### src/rtl/fifo_wr_arbiter.sv
// Round-robin arbiter sharing one fifo write port among NUM_REQ valid/ready producers,
// each holding the grant for a burst of up to MAX_BURST words.
module fifo_wr_arbiter #(
    parameter int unsigned NUM_REQ   = 4,
    parameter int unsigned SIZE_DATA = 8,
    parameter int unsigned MAX_BURST = 4
) (
    input  logic                           i_clk,
    input  logic                           i_rst_n,
    input  logic [NUM_REQ-1:0]             i_req_valid,
    input  logic [NUM_REQ-1:0]             i_req_last,
    input  logic [NUM_REQ*SIZE_DATA-1:0]   i_req_data,
    output logic [NUM_REQ-1:0]             o_req_ready,
    input  logic                           i_fifo_full,
    output logic                           o_fifo_wr_en,
    output logic [SIZE_DATA-1:0]           o_fifo_data,
    output logic [$clog2(NUM_REQ)-1:0]     o_grant_id,
    output logic                           o_busy
);

    localparam int unsigned ID_W  = $clog2(NUM_REQ);
    localparam int unsigned CNT_W = $clog2(MAX_BURST + 1);

    localparam logic [0:0] ST_IDLE  = 1'b0;
    localparam logic [0:0] ST_GRANT = 1'b1;

    logic [0:0]      state;
    logic [0:0]      state_nxt;
    logic [CNT_W-1:0] beat_cnt;
    logic [CNT_W-1:0] beat_nxt;
    logic [ID_W-1:0] grant_nxt;
    logic [ID_W-1:0] last_ptr;
    logic [ID_W-1:0] last_nxt;

    logic [ID_W-1:0]      pick_idx;
    logic                 pick_found;
    int unsigned          cand;
    logic [SIZE_DATA-1:0] word_g;
    logic                 ready_g;
    logic                 xfer;

    // Round-robin search starting one past the previous owner.
    always_comb begin
        pick_idx   = '0;
        pick_found = 1'b0;
        cand       = 0;
        for (int unsigned i = 1; i <= NUM_REQ; i++) begin
            cand = (32'(last_ptr) + i) % NUM_REQ;
            if (!pick_found && i_req_valid[ID_W'(cand)]) begin
                pick_idx   = ID_W'(cand);
                pick_found = 1'b1;
            end
        end
    end

    always_comb begin
        word_g = '0;
        for (int unsigned k = 0; k < NUM_REQ; k++) begin
            if (ID_W'(k) == o_grant_id) begin
                word_g = i_req_data[k*SIZE_DATA +: SIZE_DATA];
            end
        end
    end

    // Next-state and handshake outputs; outputs are forced low during a reset cycle.
    always_comb begin
        state_nxt    = state;
        beat_nxt     = beat_cnt;
        grant_nxt    = o_grant_id;
        last_nxt     = last_ptr;
        o_req_ready  = '0;
        o_fifo_wr_en = 1'b0;
        o_fifo_data  = '0;
        ready_g      = 1'b0;
        xfer         = 1'b0;
        case (state)
            ST_IDLE: begin
                if (|i_req_valid) begin
                    grant_nxt = pick_idx;
                    beat_nxt  = '0;
                    state_nxt = ST_GRANT;
                end
            end
            ST_GRANT: begin
                if (i_rst_n) begin
                    ready_g     = ~i_fifo_full;
                    o_fifo_data = word_g;
                end
                o_req_ready[o_grant_id] = ready_g;
                xfer         = i_req_valid[o_grant_id] & ready_g;
                o_fifo_wr_en = xfer;
                if (xfer) begin
                    beat_nxt = beat_cnt + CNT_W'(1);
                    if (i_req_last[o_grant_id] || (beat_cnt == CNT_W'(MAX_BURST - 1))) begin
                        state_nxt = ST_IDLE;
                        last_nxt  = o_grant_id;
                    end
                end else if (!i_req_valid[o_grant_id] && !i_fifo_full) begin
                    state_nxt = ST_IDLE;
                    last_nxt  = o_grant_id;
                end
            end
            default: state_nxt = ST_IDLE;
        endcase
    end

    always_ff @(posedge i_clk) begin
        if (!i_rst_n) begin
            state      <= ST_IDLE;
            beat_cnt   <= '0;
            o_grant_id <= '0;
            last_ptr   <= ID_W'(NUM_REQ - 1);
        end else begin
            state      <= state_nxt;
            beat_cnt   <= beat_nxt;
            o_grant_id <= grant_nxt;
            last_ptr   <= last_nxt;
        end
    end

    assign o_busy = (state == ST_GRANT);

endmodule
### config.mk
export PLATFORM = sky130hd
export DESIGN_NAME = fifo_wr_arbiter
export DESIGN_NICKNAME = d
export VERILOG_FILES = /design/src/rtl/fifo_wr_arbiter.sv
export SDC_FILE = /design/constraint.sdc
export NUM_CORES = 1
export LEC_CHECK = 0
export ABC_AREA = 1
export BUFFER_PORTS_ARGS = -buffer_cell sky130_fd_sc_hd__buf_2
export CAP_MARGIN = 30
export CORE_MARGIN = 5
export CORE_UTILIZATION = 33
export CTS_CLUSTER_DIAMETER = 40
export DETAILED_ROUTE_END_ITERATION = 10
export PLACE_DENSITY_LB_ADDON = 0.15
export REMOVE_ABC_BUFFERS = 1
export SLEW_MARGIN = 20
export SYNTH_ARGS = -nofsm -noshare
export SYNTH_HDL_FRONTEND = slang
export SYNTH_SLANG_ARGS = --single-unit
### constraint.sdc
create_clock -name i_clk -period 1.3 [get_ports i_clk]
set_input_delay 0.26 -clock i_clk [delete_from_list [all_inputs] [get_ports i_clk]]
set_output_delay 0.26 -clock i_clk [all_outputs]
set_load 0.005 [all_outputs]
# Yosys cells after proc, flatten, opt, wreduce, memory -nomap -nowiden
# Cells that the tools add are included.
# word_totals
reg_bits	8
input_bits	43
out_inout_bits	16
wordCells	85
# op_classes
n_addsub	5
magnitude_cmp	6
n_eq_ne	7
mux	42
bitwise	4
reduce_logical	17
# ops
operator	n
8-bit two-way mux	6
1-bit two-way mux	17
2-bit by 3-bit < comparator with 1-bit output (second input constant)	5
2-bit two-way mux	7
1-bit binary-select mux with 2-bit select	6
3-bit two-way mux	2
3-bit one-hot mux with 2 select lines	1
1-bit logical AND	5
1-bit zero test	5
2-bit by 1-bit adder with 2-bit output (second input constant)	2
2-bit adder (second input constant)	2
4-bit AND	1
2-bit equality test (first input constant)	2
4-bit two-way mux	1
2-bit by 1-bit inequality test with 1-bit output (second input constant)	2
2-bit AND reduction	2
4-bit OR reduction	1
3-bit by 1-bit adder with 3-bit output (second input constant)	1
3-bit by 2-bit equality test with 1-bit output (second input constant)	1
3-bit AND reduction	1
1-bit demux with 2-bit select	1
1-bit by 2-bit equality test with 1-bit output (first input constant)	1
2-bit by 1-bit greater-or-equal comparator with 1-bit output (second input constant)	1
2-bit zero test	1
6 further kinds	7

# Longest topological paths before layout
# logic_depth
word_depth	13
depth_mapped	11
mapped_depth_nobuf	11

# Least setup slack after synthesis
# No wires, ideal clock.
# synth_timing
path_type	reg-to-output
from	register o_grant_id[1]
to	output port o_fifo_data[1]
t_arrival_ns	1.127
t_required_ns	1.040
slack_ns	-0.087
stages_incl_launch_ff	6
path_buffers	1
path_cell_list	dfxtp_1 > buf_4 > inv_2 > or2_0 > a21oi_1 > nor3_1
# synth_between
elab_chain_len	7
elab_cells_between_ends	10
classes_between	eq/ne (3); mux (6); reduce/logical (1)
# synth_lines
item	line_no	rtl
start, declared	17	output logic [$clog2(NUM_REQ)-1:0] o_grant_id,
start signal, assigned	116	o_grant_id <= grant_nxt;
2-bit zero test	59	if (ID_W'(k) == o_grant_id) begin
8-bit two-way mux (3 in series)	59	
8-bit two-way mux (*)	59	
8-bit two-way mux (*)	85	if (i_rst_n) begin
8-bit two-way mux (*)	76	case (state)
end, declared	16	output logic [SIZE_DATA-1:0] o_fifo_data,
# Every way passes the cells marked *; elsewhere a longest branch is shown, timed or not.

# Worst setup path after layout
# layout_timing
from	register o_grant_id[1]
to	output port o_fifo_wr_en
# layout_between
elab_chain_len	4
# layout_lines
item	line_no	rtl
1-bit binary-select mux with 2-bit select	90	xfer = i_req_valid[o_grant_id] & ready_g;
1-bit two-way mux (not written as such)	90	
1-bit AND	90	
1-bit two-way mux	76	
end, declared	15	output logic o_fifo_wr_en,
# No other way between the ends. The select of a mux whose other input is x is not followed.

==> flow_summary_export.csv <==
group,metric,value,unit
sta,finalCritPeriodShare,1.309,
clocking,cts.sinks,8,
sta,fin_skew,7.267,ps
sta,rsz0062_at_grt,"true",
global_route,grt_usage,0.1701,
cells_and_area,syn_to_final_growth,96.42,%
logic_synthesis,synth_edf_count,0,
global_route,grt_max_degree,9,
route,routed_wirelength,4.028,mm
sta,finalCriticalPeriod,1701,ps
floorplanning,io_pins,59,
setup_path,cp-start-kind,"register",
logic_synthesis,synth-seq-cells,8,
floorplanning,initial_core_util,0.3439,
clocking,cts_root_buf,"clkbuf_4",
setup_path,path_max_fanout,7,
sta,hold_violations,0,
cells_and_area,nNetsFinal,321,
clocking,clk_pin_slew,60,ps
clocking,worstSkewPairLatency,250,ps
logic_synthesis,netlist_area,1050,um^2
sta,worst_pin_slew,347.0,ps
power_and_ir_drop,p_leak,1.049,nW
logic_synthesis,synth_cell_types,27,
power_and_ir_drop,power,1.812,mW
place,port_buffers,58,
route,drt-wirelength-per-cell,12.67,um
setup_path,worstSetupPathType,"reg2out",
cells_and_area,fill_cells,286,
logic_synthesis,syn_avg_cell_area,5.965,um^2
sta,maxSlewViolCount,0,
logic_synthesis,ys.flop_type,"dfxtp_1",
cells_and_area,ff_latch_area,175.2,um^2
route,vias_per_cell,4.770,
route,dr_total_vias,1517,
clocking,clockBufferDepth,2,
floorplanning,die-height,66.40,um
floorplanning,dieArea,4409,um^2
sta,fmax,587.8,MHz
power_and_ir_drop,powerDensity,878.9,nW/um^2
route,ant_nets,0,
sta,hold_ws,280.8,ps
cells_and_area,diodes,0,
setup_path,worst-endpoint-required,1040,ps
setup_path,end_kind,"primary output",
place,place_hpwl,2.889,mm
global_route,grt_pass1_wl,5.906,mm
cells_and_area,final_common_cell,"buf_2",
run,maxCapViolCount,0,
clocking,cts_tree,"built",
power_and_ir_drop,ir_drop,0.5369,mV
floorplanning,row_count,20,
sta,max_slew_margin,0.7681,
run_status,violations,"setup timing",
clocking,cts_inserted_buffers,3,
global_route,first_global_vias,1349,
cells_and_area,drive_gt1_frac,0.6277,
place,gp_congestion,0.7890,
hold_path,holdCritPathClass,"in2reg",
route,first_pass_iters,4,
route,dr.first_iter.drc_count,23,
logic_synthesis,async_flop_share,0,
logic_synthesis,yosysSeqAreaShare,0.1526,
sta,fin_ws,-401.4,ps
logic_synthesis,synth_warnings,0,
global_route,antenna_found_initial,0,
setup_path,arrival,1440,ps
sta,finalSetupViolations,18,
logic_synthesis,netlist_instances,176,
run_status,status,"finished, violations left",
cells_and_area,multi_input_area,1030,um^2
route,drc_errors,0,
cells_and_area,final_cell_mix,"buf_2, nand2_1, buf_4",
clocking,htreeDepth,1,
floorplanning,design.core.area,3053,um^2
floorplanning,die_w,66.40,um
global_route,grt_overflow,0,
## what timing repair did
action                                  in CTS  in global routing
pin swaps                                   15                 31
endpoints found under the setup margin      21                 21
setup buffers                                6                 10
hold endpoints to repair                     0                  0
cloned                                       0                  0
hold buffers                                 0                  0
resized for setup                           30                 61
## synthesized netlist by cell type, types with 3 or more instances
cell type	n	area (um^2)
a21oi_1	12	60.06
buf_4	3	22.52
dfxtp_1	8	160.2
inv_1	12	45.04
inv_2	5	18.77
nand2_1	44	165.2
nand2_2	9	56.30
nand2_4	5	56.30
nand3_1	15	75.07
nand4_1	6	37.54
nor2_1	17	63.81
nor2_2	3	18.77
nor3_1	4	20.02
o21ai_0	10	50.05
o21ai_1	3	15.01
o221ai_1	3	26.28
or2_0	3	18.77
## final timing paths
check | start | end | slack [ps] | depth (start not counted)
setup / recovery | o_grant_id[1]$_SDFFE_PN0P_ | o_fifo_wr_en | -400 | 8
hold / removal | i_rst_n | o_busy$_SDFF_PN0_ | 280 | 3
setup reg to reg | o_grant_id[1]$_SDFFE_PN0P_ | last_ptr[1]$_SDFFE_PN1P_ | -210 | 11
hold reg to reg | beat_cnt[1]$_SDFFE_PN0P_ | beat_cnt[1]$_SDFFE_PN0P_ | 500 | 2
## cell families after synthesis
kind of cell,after synthesis,share of synthesized area
AO/OA/AOI/OAI,32,0.1871
adder cells (fa/ha/maj),2,0.02383
buffers and inverters,22,0.09176
flip-flops,8,0.1526
AND/OR/NAND/NOR,112,0.5447
## layer usage
metal | routed length, um | part of all wire | vias up | global-route usage
li1 | - | - | 787 | -
met1 | 1655 | 0.41 | 680 | 0.2008
met4 | 14 | 0.0035 | 0 | 0.03807
met3 | 240 | 0.060 | 4 | 0.03401
met5 | 0 | 0 | - | 0
met2 | 2119 | 0.53 | 46 | 0.3110
## flip-flops by register name, summed over array words and instances, names as in the netlist
| name | flops |
|---|---|
| beat_cnt | 3 |
| last_ptr | 2 |
| o_grant_id | 2 |
| o_busy | 1 |
## worst max-delay path, stage by stage (launching register included)
cell     delay, ps
dfxtp_4        370
buf_12         130
nor2_4         170
buf_6          130
a22oi_4         60
nand2_4         80
nand3_4         80
inv_2           70
buf_6           90
## where the power goes
group	internal [mW]	switching [mW]	total [mW]
Combinational	0.627	0.669	1.30
Clock	0.105	0.0821	0.188
Sequential	0.280	0.0484	0.329
Total	1.01	0.799	1.81
## layout make-up
class	instances	share of cell area
clock buffers	3	0.01092
inverters	18	0.04490
multi-input cells	146	0.4994
flip-flops and latches	8	0.08495
well taps	44	0.02670
repair buffers	99	0.3331
## per-stage QoR
| step | std cells | setup TNS (ps) | cell area (um^2) | utilization | setup slack [ps] |
|---|---|---|---|---|---|
| 6_report | 318 | -4517 | 2062 | 0.6754 | -401.4 |
| 5_1_grt | 318 | -6073 | 2062 | 0.6754 | -490.7 |
| 3_5_place_dp | 301 | -1875 | 1595 | 0.5225 | -182.1 |
| 2_1_floorplan | 172 | -1688 | 1022 | - | -181.8 |
| 3_3_place_gp | 301 | -1617 | 1595 | 0.5225 | -163.5 |
| 4_1_cts | 309 | -4071 | 1753 | 0.5742 | -367.6 |
Note: power is estimated with default switching activity, not from simulation.
